`config.mk`:
```
export PLATFORM = sky130hd
export DESIGN_NAME = loop_nest_scheduler
export DESIGN_NICKNAME = d
export VERILOG_FILES = /design/src/rtl/loop_nest_scheduler.sv
export SDC_FILE = /design/constraint.sdc
export NUM_CORES = 1
export LEC_CHECK = 0
export CAP_MARGIN = 20
export CORE_MARGIN = 2
export CORE_UTILIZATION = 48
export DETAILED_ROUTE_END_ITERATION = 7
export MAX_ROUTING_LAYER = met4
export PLACE_DENSITY_LB_ADDON = 0.05
export SLEW_MARGIN = 15
export SYNTH_ARGS = -nofsm -noshare
export SYNTH_HDL_FRONTEND = slang
export SYNTH_SLANG_ARGS = --single-unit
```
`constraint.sdc`:
```
create_clock -name clk -period 3 [get_ports clk]
set_input_delay 0.45 -clock clk [delete_from_list [all_inputs] [get_ports clk]]
set_output_delay 0.45 -clock clk [all_outputs]
set_load 0.005 [all_outputs]
```
`src/rtl/loop_nest_scheduler.sv`:
```
// loop_nest_scheduler: forwards loop descriptors to the loop controller's
// cfg_loop_iter port, then launches the loop nest tile_count times.
// Optional watchdog on RUN is enabled by defining LOOP_NEST_SCHED_TIMEOUT_EN.
module loop_nest_scheduler #(
  parameter int LOOP_ID_W   = 5,
  parameter int LOOP_ITER_W = 16,
  parameter int TILE_W      = 16,
  parameter int TIMEOUT_W   = 20
) (
  input  logic                   clk,
  input  logic                   reset,
`ifdef LOOP_NEST_SCHED_TIMEOUT_EN
  input  logic [TIMEOUT_W-1:0]   timeout_limit,
  output logic                   err_timeout,
`endif
  input  logic                   block_start,
  input  logic [TILE_W-1:0]      tile_count,
  input  logic                   desc_valid,
  output logic                   desc_ready,
  input  logic [LOOP_ID_W-1:0]   desc_loop_id,
  input  logic [LOOP_ITER_W-1:0] desc_iter,
  input  logic                   desc_last,
  output logic                   cfg_loop_iter_v,
  output logic [LOOP_ITER_W-1:0] cfg_loop_iter,
  output logic [LOOP_ID_W-1:0]   cfg_loop_iter_loop_id,
  output logic                   ctrl_start,
  input  logic                   ctrl_done,
  output logic                   busy,
  output logic                   block_done,
  output logic [TILE_W-1:0]      tiles_completed,
  output logic                   err_cfg
);

  localparam logic [2:0] S_IDLE   = 3'd0;
  localparam logic [2:0] S_CFG    = 3'd1;
  localparam logic [2:0] S_FLUSH  = 3'd2;
  localparam logic [2:0] S_LAUNCH = 3'd3;
  localparam logic [2:0] S_RUN    = 3'd4;
  localparam logic [2:0] S_GAP    = 3'd5;
  localparam logic [2:0] S_DONE   = 3'd6;

  logic [2:0]             state_q, state_d;
  logic [TILE_W-1:0]      tiles_left_q;
  logic [TILE_W-1:0]      tiles_done_q;
  logic                   err_cfg_q;
  logic [LOOP_ID_W-1:0]   exp_id_q;
  logic                   cfg_v_q;
  logic [LOOP_ITER_W-1:0] cfg_iter_q;
  logic [LOOP_ID_W-1:0]   cfg_id_q;

  logic accept;
  logic blk_go;
  logic launch_fire;
  logic run_done;
  logic timeout_hit;

  assign accept      = (state_q == S_CFG) && desc_valid;
  assign blk_go      = (state_q == S_IDLE) && block_start;
  assign launch_fire = (state_q == S_LAUNCH) && (tiles_left_q != '0);
  assign run_done    = (state_q == S_RUN) && ctrl_done;

`ifdef LOOP_NEST_SCHED_TIMEOUT_EN
  logic [TIMEOUT_W-1:0] tmo_cnt_q;
  logic                 err_tmo_q;

  assign timeout_hit = (state_q == S_RUN) && !ctrl_done &&
                       (timeout_limit != '0) && (tmo_cnt_q == timeout_limit);
  assign err_timeout = err_tmo_q;

  // Watchdog: counts RUN cycles since the last launch; sticky error flag.
  always_ff @(posedge clk) begin
    if (reset) begin
      tmo_cnt_q <= '0;
      err_tmo_q <= 1'b0;
    end else begin
      if (launch_fire)
        tmo_cnt_q <= '0;
      else if (state_q == S_RUN)
        tmo_cnt_q <= tmo_cnt_q + TIMEOUT_W'(1);
      if (blk_go)
        err_tmo_q <= 1'b0;
      else if (timeout_hit)
        err_tmo_q <= 1'b1;
    end
  end
`else
  assign timeout_hit = 1'b0;
`endif

  // Next-state logic for the block sequencer.
  always_comb begin
    state_d = state_q;
    case (state_q)
      S_IDLE:   if (block_start) state_d = S_CFG;
      S_CFG:    if (desc_valid && desc_last) state_d = S_FLUSH;
      S_FLUSH:  state_d = S_LAUNCH;
      S_LAUNCH: state_d = (tiles_left_q == '0) ? S_DONE : S_RUN;
      S_RUN: begin
        if (ctrl_done)
          state_d = (tiles_left_q != '0) ? S_GAP : S_DONE;
        else if (timeout_hit)
          state_d = S_DONE;
      end
      S_GAP:    state_d = S_LAUNCH;
      S_DONE:   state_d = S_IDLE;
      default:  state_d = S_IDLE;
    endcase
  end

  // State, descriptor forwarding register, id check and tile counters.
  always_ff @(posedge clk) begin
    if (reset) begin
      state_q      <= S_IDLE;
      tiles_left_q <= '0;
      tiles_done_q <= '0;
      err_cfg_q    <= 1'b0;
      exp_id_q     <= '0;
      cfg_v_q      <= 1'b0;
      cfg_iter_q   <= '0;
      cfg_id_q     <= '0;
    end else begin
      state_q <= state_d;
      cfg_v_q <= accept;
      if (blk_go) begin
        tiles_left_q <= tile_count;
        tiles_done_q <= '0;
        err_cfg_q    <= 1'b0;
        exp_id_q     <= '0;
      end
      if (accept) begin
        cfg_iter_q <= desc_iter;
        cfg_id_q   <= desc_loop_id;
        exp_id_q   <= exp_id_q + LOOP_ID_W'(1);
        if (desc_loop_id != exp_id_q)
          err_cfg_q <= 1'b1;
      end
      if (launch_fire)
        tiles_left_q <= tiles_left_q - TILE_W'(1);
      if (run_done && (tiles_done_q != '1))
        tiles_done_q <= tiles_done_q + TILE_W'(1);
    end
  end

  assign desc_ready            = (state_q == S_CFG);
  assign busy                  = (state_q != S_IDLE);
  assign block_done            = (state_q == S_DONE);
  assign ctrl_start            = launch_fire;
  assign cfg_loop_iter_v       = cfg_v_q;
  assign cfg_loop_iter         = cfg_iter_q;
  assign cfg_loop_iter_loop_id = cfg_id_q;
  assign tiles_completed       = tiles_done_q;
  assign err_cfg               = err_cfg_q;

endmodule

```
==> flow_metrics.tcl <==
set metrics [dict create \
    status "complete, no violations" \
    ir_drop_v 0.0004206 \
    clockBufferDepth 2 \
    drc_errors 0 \
    syn_nets 437 \
    hold_violations 0 \
    cp-end-kind "output pin" \
    grt.overflow.total 0 \
    max_stage_delay_ps 440 \
    dp_hpwl_um 5411 \
    grt_use_total_pct 23.91 \
    skew_ps 7.064 \
    path_class "reg2out" \
    critPathBufInv 3 \
    syn_inst 391 \
    synth-seq-cells 63 \
    relSlewSlack_pct 55.59 \
    grt_max_degree 37 \
    nets 514 \
    netlist-cell-type-count 55 \
    antenna_found_initial 0 \
    grt_pass1_wl_um 13650 \
    cts_setup_buffers 0 \
    synthArstFlopShare_pct 0 \
    ys_seq_area_share_pct 40.58 \
    cts_tree "built" \
    cp.required_ps 2550 \
    cts_max_level 3 \
    path_delay_family "simple AND/OR/NAND/NOR gates" \
    synth_top_area_share_pct 40.58 \
    cts_root_buf "clkbuf_8" \
    yosysWarnings 0 \
    avgViaCountPerCell 5.718 \
    rows 29 \
    die_w_um 84.47 \
    fillers 551 \
    synthFlopType "dfxtp_1" \
    cp_slowest_cell "or3b_4" \
    crit_chain "inv_1 > ha_1 > or3b_4 > nand2b_2 > o21ai_2 > inv_1 > clkdlybuf4s50_1" \
    port_buffers 85 \
    drt_iter0_drc 206 \
    holdBufCountCts 0 \
    critPathArrivalTime_ps 2370 \
    final_antenna_net_count 0 \
    synth_area_um2 3108 \
    antenna_cells 0 \
    area_growth_pct 35.99 \
    finish.instance_area_um2 4227 \
    final-max-slew-violation-count 0 \
    avgSynthCellArea_um2 7.949 \
    final_util_pct 66.94 \
    instances_no_fill 550 \
    cts.repair.resized 0 \
    fin_tns_setup_ps 0 \
    die_h_um 84.47 \
    fin_crit_sh_pct 94.14 \
    place.gp.congestion 0.9297 \
    route.vias.total 3145 \
    grt_pass1_vias 2952 \
    wl_per_cell_um 14.73 \
    rsz0062_at_grt "no" \
    clock_latency_ps 340 \
    drive_above_1_share_pct 8.879 \
    die_area_um2 7134 \
    worst_pin_slew_ps 664.6 \
    initial_core_util_pct 49.23 \
    max_cap_viol_count 0 \
    drt-total-wl_um 8102 \
    clk_pin_slew_ps 70 \
    fmax_mhz 354.1 \
    start_kind "flip-flop" \
    hold_path.class "reg2reg" \
    power_mw 2.170 \
    power.density_nw_per_um2 513.5 \
    finalCriticalPeriod_ps 2824 \
    synth_area_leaders "dfxtp_1 41%, nand2_1 7.9%, a21oi_1 6.3%" \
    synth_largest_area_cell "dfxtp_1" \
    leakage_nw 1.511 \
    io_pins 86 \
    post_dp_cell_area_um2 3990 \
    drtPass1Iterations 4 \
    clock_sinks 63 \
    dpl.cell_count 534 \
    crit_top_cell "inv_1" \
    synth-edff-count 0 \
    crit_fanout 8 \
    cts_made_buffers 9 \
    setup_viol 0 \
    core_um2 6314 \
]
-- power breakdown --
group | leakage (nW) | switching (mW) | internal, mW
combinational | 0.880 | 0.217 | 0.193
clock | 0.119 | 0.334 | 0.496
sequential | 0.512 | 0.0494 | 0.880
total | 1.51 | 0.601 | 1.57
-- cell usage after synthesis, drive strengths merged (4+ instances only) --
| master | n |
|---|---|
| nand2 | 65 |
| dfxtp | 63 |
| a21oi | 39 |
| nor2 | 37 |
| nand3 | 20 |
| clkbuf | 16 |
| a31oi | 12 |
| buf | 10 |
| nor3 | 9 |
| or3 | 9 |
| and3 | 7 |
| nor4 | 7 |
| a22o | 6 |
| inv | 6 |
| o211ai | 6 |
| o21ai | 5 |
| xnor2 | 5 |
| a211oi | 4 |
| a22oi | 4 |
| nand4 | 4 |
| or4 | 4 |
| xor2 | 4 |
-- placed cells by master (no fill, tap or decap), types with 5 or more instances in the layout --
| master | netlist | final |
|---|---|---|
| a21oi_1 | 39 | 39 |
| a22o_2 | 6 | 6 |
| a31oi_1 | 12 | 12 |
| and3_1 | 7 | 7 |
| buf_4 | 2 | 7 |
| clkbuf_8 | 0 | 14 |
| clkdlybuf4s50_1 | 0 | 84 |
| dfxtp_1 | 63 | 63 |
| inv_1 | 6 | 6 |
| nand2_1 | 65 | 65 |
| nand3_1 | 20 | 20 |
| nor2_1 | 37 | 37 |
| nor3_1 | 9 | 9 |
| nor4_1 | 7 | 7 |
| o211ai_1 | 6 | 6 |
| or3_1 | 9 | 9 |
| xnor2_1 | 5 | 5 |
-- final timing paths --
kind                                   startpoint                               to  slack (ps)  cells after the start
setup / recovery     tiles_left_q[0]$_SDFFE_PP0P_                       ctrl_start         180                      7
hold / removal     cfg_loop_iter[12]$_SDFFE_PP0P_   cfg_loop_iter[12]$_SDFFE_PP0P_         450                      2
setup reg to reg  tiles_completed[0]$_SDFFE_PP0P_  tiles_completed[4]$_SDFFE_PP0P_         430                      6
hold reg to reg    cfg_loop_iter[12]$_SDFFE_PP0P_   cfg_loop_iter[12]$_SDFFE_PP0P_         450                      2
-- kinds of logic (layout without fill, tap and decap cells) --
family	after synthesis	in the layout	synth area share, %
AND/OR/NAND/NOR	181	181	27.78
AO/OA/AOI/OAI	100	100	22.34
flip-flops	63	63	40.58
buffers and inverters	32	114	4.549
XOR/XNOR	9	9	2.536
adder cells (fa/ha/maj)	3	3	1.208
multiplexers	3	3	1.006
-- state kept, by name, summed over array words and instances, names as in the netlist --
register and count:
err_cfg 1, exp_id_q 5, cfg_loop_iter_v 1, tiles_completed 16, cfg_loop_iter_loop_id 5, tiles_left_q 16
state_q 3, cfg_loop_iter 16
-- stage by stage --
step,hold WS [ps],worst slack (ps)
after global placement,441.7,474.8
after global routing,480.5,26.04
after floorplan,449.2,818.2
after detailed placement,445.7,428.0
final,453.1,175.8
after CTS,455.3,25.20
-- cell type report --
cell class              count  area (µm²)  area share, %
repair buffers             92       898.4          21.26
clock buffers              14       192.7          4.559
clock inverters             2       35.03         0.8289
well taps                  77       96.34          2.279
multi-input cells         296        1720          40.70
flip-flops and latches     63        1261          29.84
inverters                   6       22.52         0.5329
-- routing by layer --
| metal | GRT usage, % | vias up | wire length [µm] |
|---|---|---|---|
| met3 | 6.883 | 18 | 525 |
| met4 | 8.225 | 0 | 148 |
| met5 | - | - | 0 |
| met1 | 31.50 | 1445 | 3795 |
| li1 | - | 1581 | - |
| met2 | 35.28 | 101 | 3631 |
-- worst reg2reg max path: cells and delay by family (launching register included) --
kind	cells	cell delay, ps
flip-flops	1	440
AND/OR/NAND/NOR	3	1080
AO/OA/AOI/OAI	2	720
adder cells (fa/ha/maj)	1	270
Note: power is estimated with default switching activity, not from simulation.
